$ cat config.mk
export PLATFORM = sky130hd
export DESIGN_NAME = onehot_to_binary
export DESIGN_NICKNAME = d
export VERILOG_FILES = /design/src/rtl/onehot_to_binary_pkg.sv /design/src/rtl/onehot_to_binary_sync_2ff.sv /design/src/rtl/onehot_to_binary.sv
export SDC_FILE = /design/constraint.sdc
export NUM_CORES = 1
export LEC_CHECK = 0
export CAP_MARGIN = 15
export CORE_MARGIN = 4
export CORE_UTILIZATION = 30
export CTS_BUF_LIST = sky130_fd_sc_hd__clkbuf_2
export CTS_CLUSTER_SIZE = 40
export DETAILED_ROUTE_END_ITERATION = 6
export REMOVE_ABC_BUFFERS = 1
export SLEW_MARGIN = 20
export SYNTH_ARGS = -nofsm -noshare
export SYNTH_HDL_FRONTEND = slang
export SYNTH_HIERARCHICAL = 1
export SYNTH_SLANG_ARGS = --single-unit
export TNS_END_PERCENT = 50
$ cat constraint.sdc
create_clock -name clk -period 8.9 [get_ports clk]
set_input_delay 2.225 -clock clk [delete_from_list [all_inputs] [get_ports clk]]
set_output_delay 2.225 -clock clk [all_outputs]
set_load 0.02 [all_outputs]
$ cat src/rtl/onehot_to_binary_pkg.sv
// Shared widths, FSM state encoding and one-hot decode helpers for the
// one-hot to binary keypad-style encoder.
package onehot_to_binary_pkg;

  localparam int ONEHOT_W = 10;
  localparam int CODE_W   = 4;

  typedef enum logic [1:0] {
    ST_IDLE,
    ST_QUAL,
    ST_HOLD,
    ST_RELEASE
  } state_t;

  typedef logic [ONEHOT_W-1:0] onehot_t;
  typedef logic [CODE_W-1:0]   code_t;

  // Highest set bit wins; only meaningful once is_onehot() has confirmed a single bit.
  function automatic code_t onehot_index(input onehot_t v);
    code_t idx;
    idx = '0;
    for (int k = 0; k < ONEHOT_W; k++) begin
      if (v[k]) idx = code_t'(k);
    end
    return idx;
  endfunction

  function automatic logic is_onehot(input onehot_t v);
    int ones;
    ones = 0;
    for (int k = 0; k < ONEHOT_W; k++) begin
      if (v[k]) ones = ones + 1;
    end
    return (ones == 1);
  endfunction

endpackage

$ cat src/rtl/onehot_to_binary_sync_2ff.sv
// Two-flop synchronizer bringing asynchronous select lines into the clk domain.
module sync_2ff #(
  parameter int W = 1
) (
  input  logic         clk,
  input  logic         rst_n,
  input  logic [W-1:0] i_d,
  output logic [W-1:0] o_q
);

  logic [W-1:0] r_s1;
  logic [W-1:0] r_s2;

  always_ff @(posedge clk or negedge rst_n) begin
    if (!rst_n) begin
      r_s1 <= '0;
      r_s2 <= '0;
    end else begin
      r_s1 <= i_d;
      r_s2 <= r_s1;
    end
  end

  assign o_q = r_s2;

endmodule

$ cat src/rtl/onehot_to_binary.sv
// Debounced one-hot to binary encoder: a pattern must stay stable for
// STABLE_CYCLES synchronized samples, then emits one code or one rejection.
module onehot_to_binary
  import onehot_to_binary_pkg::*;
#(
  parameter int STABLE_CYCLES = 4
) (
  input  logic                clk,
  input  logic                rst_n,
  input  logic [ONEHOT_W-1:0] onehot_in,
  output logic [CODE_W-1:0]   code_out,
  output logic                code_valid,
  input  logic                code_ready,
  output logic                invalid_pulse,
  output logic [7:0]          err_count
);

  localparam logic [7:0] CNT_LAST = 8'(STABLE_CYCLES - 1);

  onehot_t w_s2;
  code_t   w_idx;
  logic    w_isOnehot;

  state_t  r_state;
  logic [7:0] r_cnt;
  onehot_t r_cap;
  code_t   r_code;
  logic    r_valid;
  logic    r_invalid;
  logic [7:0] r_err;

  sync_2ff #(.W(ONEHOT_W)) u_sync (
    .clk   (clk),
    .rst_n (rst_n),
    .i_d   (onehot_in),
    .o_q   (w_s2)
  );

  assign w_idx      = onehot_index(r_cap);
  assign w_isOnehot = is_onehot(r_cap);

  // A new nonzero pattern restarts qualification; after a decision the FSM
  // parks in RELEASE until the lines go idle so a held input fires only once.
  always_ff @(posedge clk or negedge rst_n) begin
    if (!rst_n) begin
      r_state   <= ST_IDLE;
      r_cnt     <= '0;
      r_cap     <= '0;
      r_code    <= '0;
      r_valid   <= 1'b0;
      r_invalid <= 1'b0;
      r_err     <= '0;
    end else begin
      r_invalid <= 1'b0;
      case (r_state)
        ST_IDLE: begin
          if (w_s2 != '0) begin
            r_state <= ST_QUAL;
            r_cap   <= w_s2;
            r_cnt   <= 8'd1;
          end
        end
        ST_QUAL: begin
          if (w_s2 == '0) begin
            r_state <= ST_IDLE;
          end else if (w_s2 != r_cap) begin
            r_cap <= w_s2;
            r_cnt <= 8'd1;
          end else if (r_cnt < CNT_LAST) begin
            r_cnt <= r_cnt + 8'd1;
          end else if (w_isOnehot) begin
            r_state <= ST_HOLD;
            r_code  <= w_idx;
            r_valid <= 1'b1;
          end else begin
            r_state   <= ST_RELEASE;
            r_invalid <= 1'b1;
            if (r_err != 8'hFF) r_err <= r_err + 8'd1;
          end
        end
        ST_HOLD: begin
          if (code_ready) begin
            r_state <= ST_RELEASE;
            r_valid <= 1'b0;
          end
        end
        ST_RELEASE: begin
          if (w_s2 == '0) r_state <= ST_IDLE;
        end
        default: r_state <= ST_IDLE;
      endcase
    end
  end

  assign code_out      = r_code;
  assign code_valid    = r_valid;
  assign invalid_pulse = r_invalid;
  assign err_count     = r_err;

endmodule

==> After elaboration in Yosys (flattened, before gate mapping) <==
Cells that the tools add are included.
{ "word_totals": {"ff_bits": 54, "input_bits": 13, "output_inout_bits": 14} }
{ "classes": {"n_addsub": 11, "magnitude_cmp": 1, "eq_ne": 17, "n_mux": 47, "bitwise_logic": 4, "n_reduce_logical": 11} }
{ "ops": {"columns": ["operator", "count"], "rows": [
  ["$add A32 B2 Y32 const B", 9],
  ["$mux W32", 9],
  ["$eq A32 B2 Y1 const B", 1],
  ["$mux W8", 4],
  ["$mux W10", 3],
  ["$mux W4", 7],
  ["$pmux W10 S2", 1],
  ["$add A8 B1 Y8 const B", 2],
  ["$ne A2 B2 Y1 const B", 8],
  ["$pmux W8 S2", 1],
  ["$mux W2", 7],
  ["$mux W1", 13],
  ["$reduce_and A6 Y1", 2],
  ["$logic_not A10 Y1", 1],
  ["$ne A10 B10 Y1", 1],
  ["$reduce_and A5 Y1", 2],
  ["$reduce_bool A10 Y1", 1],
  ["$ne A3 B3 Y1 const B", 3],
  ["$lt A8 B2 Y1 const B", 1],
  ["$ne A8 B8 Y1 const B", 1],
  ["$pmux W2 S4", 1],
  ["$reduce_and A4 Y1", 2],
  ["$eq A2 B2 Y1 const B", 2],
  ["$not A1 Y1", 4],
  ["4 further kinds", 5]
]} }

==> Depth between registers and ports, before layout <==
Gate-level depths: netlist of the first run.
{ "logic_depth": {"word_depth": 25, "depth_mapped": 31} }

==> By module <==
The synthesis of the first run kept the hierarchy.
{ "by_module_without_submodules": {"columns": ["module", "instances", "cells_each", "area_each_um2", "seq_area_each_um2"], "rows": [
  ["onehot_to_binary", 1, 280, 2593.7, 850.8],
  ["sync_2ff", 1, 20, 500.5, 500.5]
]} }

==> Worst setup path after synthesis of the first run <==
OpenSTA, ideal clock, no wires.
{ "synth_timing": {"path_kind": "register -> register", "from": "reg r_cap[1]", "to": "reg r_err[1] (netlist: err_count[1])", "setup_ps": 128, "arrival_ps": 6001, "t_required_ps": 8772, "path_slack_ps": 2771, "path_stages_with_launch": 30, "period_less_slack_ps": 6129, "cell_sequence": "dfrtp_1 -> inv_1 -> ha_1 -> xnor2_1 -> inv_2 -> ha_1 -> nand2_1 -> o21ai_0 -> ha_1 -> nand2_1 -> o211ai_1 -> ha_1 -> nor2_1 -> a21o_1 -> inv_1 -> ha_1 -> nand2_1 -> nand2_1 -> ha_1 -> mux2_2 -> ha_1 -> mux2_2 -> ha_1 -> nand3_1 -> mux2_2 -> o22ai_1 -> o41ai_1 -> a2111oi_4 -> nor3_1 -> mux2_1"} }
{ "synth_between": {"elab_chain_cells": 20, "word_cells_on_any_way": 22} }
{ "synth_rtl": {"columns": ["item", "line_no", "rtl"], "rows": [
  ["start, declared", "onehot_to_binary.sv:26", "onehot_t r_cap;"],
  ["start signal, assigned", "onehot_to_binary.sv:59", "r_cap <= w_s2;"],
  ["start signal, assigned", "onehot_to_binary.sv:67", "r_cap <= w_s2;"],
  ["$mux W32", "onehot_to_binary_pkg.sv:32", "if (v[k]) ones = ones + 1;"],
  ["$add A32 B2 Y32", "onehot_to_binary_pkg.sv:32", null],
  ["$mux W32", "onehot_to_binary_pkg.sv:32", null],
  ["$add A32 B2 Y32", "onehot_to_binary_pkg.sv:32", null],
  ["$mux W32", "onehot_to_binary_pkg.sv:32", null],
  ["$add A32 B2 Y32", "onehot_to_binary_pkg.sv:32", null],
  ["$mux W32", "onehot_to_binary_pkg.sv:32", null],
  ["$add A32 B2 Y32", "onehot_to_binary_pkg.sv:32", null],
  ["(+4 left out)", null, null],
  ["$mux W32", "onehot_to_binary_pkg.sv:32", null],
  ["$add A32 B2 Y32", "onehot_to_binary_pkg.sv:32", null],
  ["$mux W32", "onehot_to_binary_pkg.sv:32", null],
  ["$add A32 B2 Y32", "onehot_to_binary_pkg.sv:32", null],
  ["$mux W32", "onehot_to_binary_pkg.sv:32", null],
  ["$eq A32 B2 Y1", "onehot_to_binary_pkg.sv:34", "return (ones == 1);"],
  ["$not A1 Y1 (no line)", null, null],
  ["$reduce_and A6 Y1 (no line) *", null, null],
  ["end signal, assigned", "onehot_to_binary.sv:78", "if (r_err != 8'hFF) r_err <= r_err + 8'd1;"],
  ["end, declared", "onehot_to_binary.sv:30", "logic [7:0] r_err;"]
]} }
Mark *: on every way between the ends. The rest lies on a longest branch, timed or not.
A chain may end at the register's enable or synchronous reset.

==> Final worst setup path of the first run <==
{ "layout_timing": {"from": "reg r_cap[1]", "to": "reg r_code[2] (netlist: code_out[2])"} }
{ "layout_between": {"elab_chain_cells": 19, "word_cells_on_any_way": 21} }
{ "layout_rtl": {"columns": ["item", "line_no", "rtl"], "rows": [
  ["$mux W32", "onehot_to_binary_pkg.sv:32", null],
  ["$add A32 B2 Y32", "onehot_to_binary_pkg.sv:32", null],
  ["$mux W32", "onehot_to_binary_pkg.sv:32", null],
  ["$add A32 B2 Y32", "onehot_to_binary_pkg.sv:32", null],
  ["$mux W32", "onehot_to_binary_pkg.sv:32", null],
  ["$add A32 B2 Y32", "onehot_to_binary_pkg.sv:32", null],
  ["$mux W32", "onehot_to_binary_pkg.sv:32", null],
  ["$add A32 B2 Y32", "onehot_to_binary_pkg.sv:32", null],
  ["(+3 left out)", null, null],
  ["$add A32 B2 Y32", "onehot_to_binary_pkg.sv:32", null],
  ["$mux W32", "onehot_to_binary_pkg.sv:32", null],
  ["$add A32 B2 Y32", "onehot_to_binary_pkg.sv:32", null],
  ["$mux W32", "onehot_to_binary_pkg.sv:32", null],
  ["$add A32 B2 Y32", "onehot_to_binary_pkg.sv:32", null],
  ["$mux W32", "onehot_to_binary_pkg.sv:32", null],
  ["$eq A32 B2 Y1", "onehot_to_binary_pkg.sv:34", null],
  ["$reduce_and A5 Y1 (no line) *", null, null],
  ["end signal, assigned", "onehot_to_binary.sv:73", "r_code <= w_idx;"],
  ["end, declared", "onehot_to_binary.sv:27", "code_t r_code;"]
]} }
Marks and branches as above.

==> results of run 1 <==
## layout make-up
type	instances	area [sq um]	area share, %
Tap cell	133	166	4.72
Clock buffer	6	30.0	0.853
Timing Repair Buffer	27	263	7.46
Multi-Input combinational cell	222	1650	46.7
Inverter	14	52.6	1.49
Sequential cell	54	1350	38.4
Clock inverter	2	13.8	0.391
## cells in the mapped netlist (5+ instances only)
library cell,count,share of area [%]
dfrtp_1,54,44
mux2_2,8,2.9
xor2_1,12,3.4
mux2_1,5,1.8
xnor2_1,15,4.2
nor2_1,21,2.5
a21oi_1,11,1.8
nor4b_1,5,1.4
inv_1,13,1.6
nand2_1,25,3.0
nand3_1,8,1.3
o21ai_0,13,2.1
ha_1,11,4.4
nor4_1,6,1.2
nor3_1,11,1.8
clkbuf_1,5,0.61
a31oi_1,6,1.2
## registers in the layout (all words and copies together) (netlist names), named ones only
name and flops:
r_state 1, err_count 8, r_cnt 8, u_sync/o_q 10
code_out 4, u_sync/r_s1 10, r_cap 10, code_valid 1
invalid_pulse 1
## cell families (layout without fill, tap and decap cells)
family | after synthesis | after routing | share of synthesized area (%)
xor+xnor | 34 | 34 | 12.4
buf+inv | 24 | 49 | 3.15
fa+ha+maj | 11 | 11 | 4.45
flops | 54 | 54 | 43.7
compound gates | 55 | 55 | 12.2
simple gates | 106 | 106 | 18.4
mux | 16 | 16 | 5.70
## routing by layer
metal / wire [microns] / global-route usage [%]
met1: 2890 / 14.9
met2: 2960 / 17.9
met3: 142 / 1.76
met4: 73 / 2.94
met5: 0 / 0
## report_power, final
| group | switching (uW) | internal [uW] | total (uW) |
|---|---|---|---|
| registers | 10.5 | 253 | 264 |
| clock network | 74.5 | 20.8 | 95.3 |
| logic | 115 | 99.1 | 214 |
## stage by stage
| stage | power, uW | std cells |
|---|---|---|
| final | 573 | 458 |
| after global routing | 618 | 458 |
| after CTS | 580 | 458 |
| after detailed placement | 482 | 450 |
| after global placement | 475 | 450 |
| after floorplan | 435 | 290 |
## final timing paths
path / to / slack [ns] / cells after the start
min in group asynchronous: err_count[2]$_DFFE_PN0P_ / 1.86 / 2
min: u_sync/o_q[3]$_DFF_PN0_ / 0.37 / 0
max reg2reg: code_out[2]$_DFFE_PN0P_ / 1.82 / 29
min reg2reg: u_sync/o_q[3]$_DFF_PN0_ / 0.37 / 0
max in group asynchronous: u_sync/r_s1[3]$_DFF_PN0_ / 6.59 / 2
max: code_out[2]$_DFFE_PN0P_ / 1.82 / 29
==> impl_metrics.json, run 1 <==
{
  "arrival_ns": 7.45,
  "ctsResizeCount": 0,
  "mostFrequentLayoutCell": "dfrtp_1",
  "total_routing_resource_utilization_after_global_routing_pct": 10.9,
  "category_of_the_most_critical_setup_path": "flop to flop",
  "grt_antenna_before_repair": 0,
  "clock_path_buffers": 2,
  "cellPowerDensity_nw_per_um2": 163,
  "first_global_vias": 2252,
  "postCtsHoldBufs": 0,
  "synth_sequential_area_ratio_pct": 43.7,
  "post_route_cells_drive_above_1_share_pct": 7.69,
  "count_of_flip_flops_with_a_built_in_enable_after_synthesis": 0,
  "layout_common_cells": "dfrtp_1 (54), nand2_1 (25), clkdlybuf4s50_1 (25), nor2_1 (21), xnor2_1 (15)",
  "top_cell_by_count_worst_path": "ha_1",
  "wire_per_inst_microns": 13.2,
  "layout.cell_area.non_filler_sq_um": 3520,
  "num_io_pins": 27,
  "regToRegStartpoint": "r_cap[1]$_DFFE_PN0P_",
  "report.final.hold_viol_count": 0,
  "place_ws_ns": 1.87,
  "die-area_sq_um": 12000,
  "drt.antenna.violating_nets": 0,
  "syn_inst": 300,
  "async_flop_share_pct": 100,
  "chipHeight_microns": 110,
  "detailroute.via_count": 2243,
  "cts_num_sinks": 54,
  "critical-path-max-stage-delay_ns": 0.76,
  "layout-area-overhead-vs-synth_pct": 13.8,
  "worst_hold_margin_ns": 0.366,
  "placeableCoreArea_sq_um": 9910,
  "timing.critical_path.max_delay_family": "adder cells",
  "finalSetupTns_ns": 0,
  "final-setup-viol-count": 0,
  "cap_viol_max_count": 0,
  "timing.final.max_slew_violations": 0,
  "tritoncts": "built",
  "number_of_storage_elements_in_the_synthesis_netlist": 54,
  "maximum_number_of_pins_on_one_net_before_global_route_repair": 55,
  "post_cts_setup_buffer_count": 0,
  "startpoint_type": "flop",
  "drt-pass1-iter-count": 4,
  "clock_skew_ns": 0.0300,
  "min_path_type": "flop to flop",
  "detail_route.wirelength_mm": 6.06,
  "worst_setup_slack_after_layout_ns": 1.82,
  "worst_pin_slew_ns": 0.782,
  "hp-start": "u_sync/r_s1[3]$_DFF_PN0_",
  "remaining_drc_errors": 0,
  "floorplan.initialDensity_pct": 31.2,
  "core.rowCount": 36,
  "buffer_ports.inserted": 26,
  "fin_nets": 348,
  "postSynthAreaPerCell_sq_um": 10.3,
  "cts_root_buf": "clkbuf_2",
  "gp_congestion": 0.822,
  "hpwl_mm": 4.56,
  "tritoncts.num_buffers": 5,
  "first_iter_violations": 100,
  "fill_cells": 1061,
  "dpl-instance-area_sq_um": 3480,
  "max-vdd-ir-drop_uv": 91.8,
  "period_share_pct": 79.5,
  "maxClockFrequency_ghz": 0.141,
  "dominantRegCellSynth": "dfrtp_1",
  "worst_skew_pair.late_latency_ns": 0.44,
  "post-route-min-period_ns": 7.08,
  "max-slew-margin-rel_pct": 47.8,
  "leakagePower_uw": 0.00155,
  "via_per_inst": 4.90,
  "htree_num_levels": 2,
  "worst-endpoint-required_ns": 9.27,
  "endpoint_kind": "flop",
  "grt_overflow_total": 0,
  "timing.critical_path.slowest_stage_cell": "a2111oi_4",
  "path_max_fanout": 13,
  "rsz0062_at_grt": "false",
  "critPathBufInv": 3,
  "synthesis.yosys.warnings": 6,
  "worstSetupStartpoint": "r_cap[1]$_DFFE_PN0P_",
  "status": "finished, final reports clean",
  "netlist_area_sq_um": 3090,
  "post_route_utilization_pct": 35.5,
  "wire_length_of_the_first_global_routing_pass_mm": 10.6,
  "antenna_cells_inserted": 0,
  "die_width_microns": 110,
  "ys_types": 60,
  "clk_pin_slew_ns": 0.27
}
(Power assumes the default switching activity.)
==> run 2: changes to the inputs <==
==> constraint.sdc (replaced) <==
create_clock -name clk -period 5.7 [get_ports clk]
set_input_delay 1.425 -clock clk [delete_from_list [all_inputs] [get_ports clk]]
set_output_delay 1.425 -clock clk [all_outputs]
set_load 0.02 [all_outputs]
==> run 2 against run 1 <==
Sequential share of layout area down 5.9 points. Highest routed layer unchanged. Critical path type unchanged. Setup slack worse by 1.8 ns. Largest power group is now combinational logic. Critical path depth up 1. Cell count up 9.2%. Wire length up 14%.
==> impl_metrics.json, run 2 (synthesis results as in run 1) <==
{
  "status": "finished, final reports clean",
  "fill_cells": 950,
  "via_per_inst": 4.88,
  "report.final.hold_viol_count": 0,
  "timing.hold.worst_path_depth": 0,
  "worst_skew_pair.late_latency_ns": 0.43,
  "timing.critical_path.slowest_stage_cell": "dfrtp_1",
  "mostFrequentLayoutCell": "dfrtp_1",
  "remaining_drc_errors": 0,
  "finalSetupTns_ns": 0,
  "post_route_utilization_pct": 42.0,
  "worst_setup_slack_after_layout_ns": 0.0632,
  "category_of_the_most_critical_setup_path": "flop to flop",
  "cts_root_buf": "clkbuf_2",
  "clock_path_buffers": 2,
  "grt_antenna_before_repair": 0,
  "period_share_pct": 98.9,
  "worst_pin_slew_ns": 1.05,
  "tritoncts": "built",
  "max-vdd-ir-drop_uv": 165,
  "layout_common_cells": "dfrtp_1 (54), buf_4 (40), clkdlybuf4s50_1 (25), nor2_1 (20), nand2_1 (20)",
  "clk_pin_slew_ns": 0.27,
  "detailroute.via_count": 2440,
  "hp-start": "u_sync/r_s1[9]$_DFF_PN0_",
  "final-setup-viol-count": 0,
  "r2r.worst_path.cells": 30,
  "top_cell_by_count_worst_path": "ha_4",
  "htree_num_levels": 2,
  "arrival_ns": 5.96,
  "ff2ff_setup_slack_ns": 0.06,
  "hpwl_mm": 4.67,
  "total_power_uw": 1220,
  "min_path_type": "flop to flop",
  "floorplan.initialDensity_pct": 31.2,
  "critical-path-max-stage-delay_ns": 0.44,
  "total_routing_resource_utilization_after_global_routing_pct": 11.5,
  "max-slew-margin-rel_pct": 29.6,
  "drt-pass1-iter-count": 4,
  "regToRegStartpoint": "r_cap[1]$_DFFE_PN0P_",
  "cellPowerDensity_nw_per_um2": 294,
  "tritoncts.num_buffers": 5,
  "worst_hold_path.endpoint": "u_sync/o_q[9]$_DFF_PN0_",
  "maximum_number_of_pins_on_one_net_before_global_route_repair": 55,
  "wire_length_of_the_first_global_routing_pass_mm": 11.1,
  "gp_congestion": 0.813,
  "timing.final.max_slew_violations": 0,
  "die-area_sq_um": 12000,
  "wire_per_inst_microns": 13.8,
  "endpoint_kind": "flop",
  "chipHeight_microns": 110,
  "worst-endpoint-required_ns": 6.03,
  "fin_nets": 391,
  "path_max_fanout": 6,
  "num_io_pins": 27,
  "drt.antenna.violating_nets": 0,
  "first_global_vias": 2414,
  "maxClockFrequency_ghz": 0.177,
  "rr_endpoint": "err_count[1]$_DFFE_PN0P_",
  "first_iter_violations": 73,
  "post-route-min-period_ns": 5.64,
  "layout-area-overhead-vs-synth_pct": 34.5,
  "buffer_ports.inserted": 26,
  "antenna_cells_inserted": 0,
  "rsz0062_at_grt": "true",
  "die_width_microns": 110,
  "clock_skew_ns": 0.0386,
  "postCtsHoldBufs": 0,
  "cap_viol_max_count": 0,
  "leakagePower_uw": 0.00183,
  "core.rowCount": 36,
  "place_ws_ns": -0.475,
  "placeableCoreArea_sq_um": 9910,
  "grt_overflow_total": 0,
  "cts_num_sinks": 54,
  "post_route_cells_drive_above_1_share_pct": 27.5,
  "worst_hold_margin_ns": 0.351,
  "startpoint_type": "flop",
  "detail_route.wirelength_mm": 6.89
}
run 2: cell count changes in the layout (fill, tap and decap cells not counted), moves of 3 or more:
cell	before	now
inv_2	1	5
inv_1	13	9
mux2_1	5	1
nand2_1	25	20
mux2_4	0	6
buf_4	1	40
buf_6	0	4
ha_4	0	7
ha_1	11	4
nand2_4	0	3
run 2: layout make-up:
| cell class | count | area (sq um) | area share [%] |
|---|---|---|---|
| Clock buffer | 5 | 25.0 | 0.602 |
| Clock inverter | 2 | 33.8 | 0.812 |
| Inverter | 14 | 52.6 | 1.26 |
| Multi-Input combinational cell | 222 | 1930 | 46.4 |
| Sequential cell | 54 | 1350 | 32.5 |
| Tap cell | 133 | 166 | 4.00 |
| Timing Repair Buffer | 70 | 601 | 14.4 |
run 2: worst max-delay path by stage:
stage	startpoint	endpoint	slack (ns)	depth (start not counted)
after floorplan	r_cap[1]$_DFFE_PN0P_	code_out[1]$_DFFE_PN0P_	-0.64	29
after global placement	r_cap[0]$_DFFE_PN0P_	err_count[1]$_DFFE_PN0P_	-0.29	31
after detailed placement	r_cap[0]$_DFFE_PN0P_	code_out[2]$_DFFE_PN0P_	-0.48	31
after CTS	r_cap[0]$_DFFE_PN0P_	err_count[1]$_DFFE_PN0P_	0.05	30
after global routing	r_cap[1]$_DFFE_PN0P_	err_count[1]$_DFFE_PN0P_	-0.16	30
final	r_cap[1]$_DFFE_PN0P_	err_count[1]$_DFFE_PN0P_	0.06	30
run 2: layer usage:
layer | vias to the layer above | global-route usage, % | wire [microns]
met3 | 13 | 1.53 | 136
li1 | 1217 | - | -
met2 | 37 | 19.7 | 3490
met1 | 1173 | 14.8 | 3110
met4 | 0 | 4.10 | 157
met5 | - | 0 | 0
run 2: per-stage QoR:
step	std cells	area [sq um]
after global routing	500	4160
after floorplan	290	3050
after global placement	479	3700
after CTS	495	3940
after detailed placement	479	3700
final	500	4160
run 2: what timing repair did:
item,in CTS,in global routing
resized for setup,25,30
endpoints found under the setup margin,15,14
cloned,1,0
setup buffers,9,6
pin swaps,11,19
run 2: critical path: cells and delay by family, from the launching register on:
kind | cells | cell delay (ns)
mux | 4 | 1.15
xor+xnor | 1 | 0.16
simple gates | 7 | 0.55
buf+inv | 4 | 0.40
flops | 1 | 0.44
compound gates | 6 | 0.88
fa+ha+maj | 8 | 1.93
run 2: power breakdown:
part / switching [uW] / internal (uW)
registers: 13.9 / 395
clock network: 111 / 70.5
logic: 287 / 347
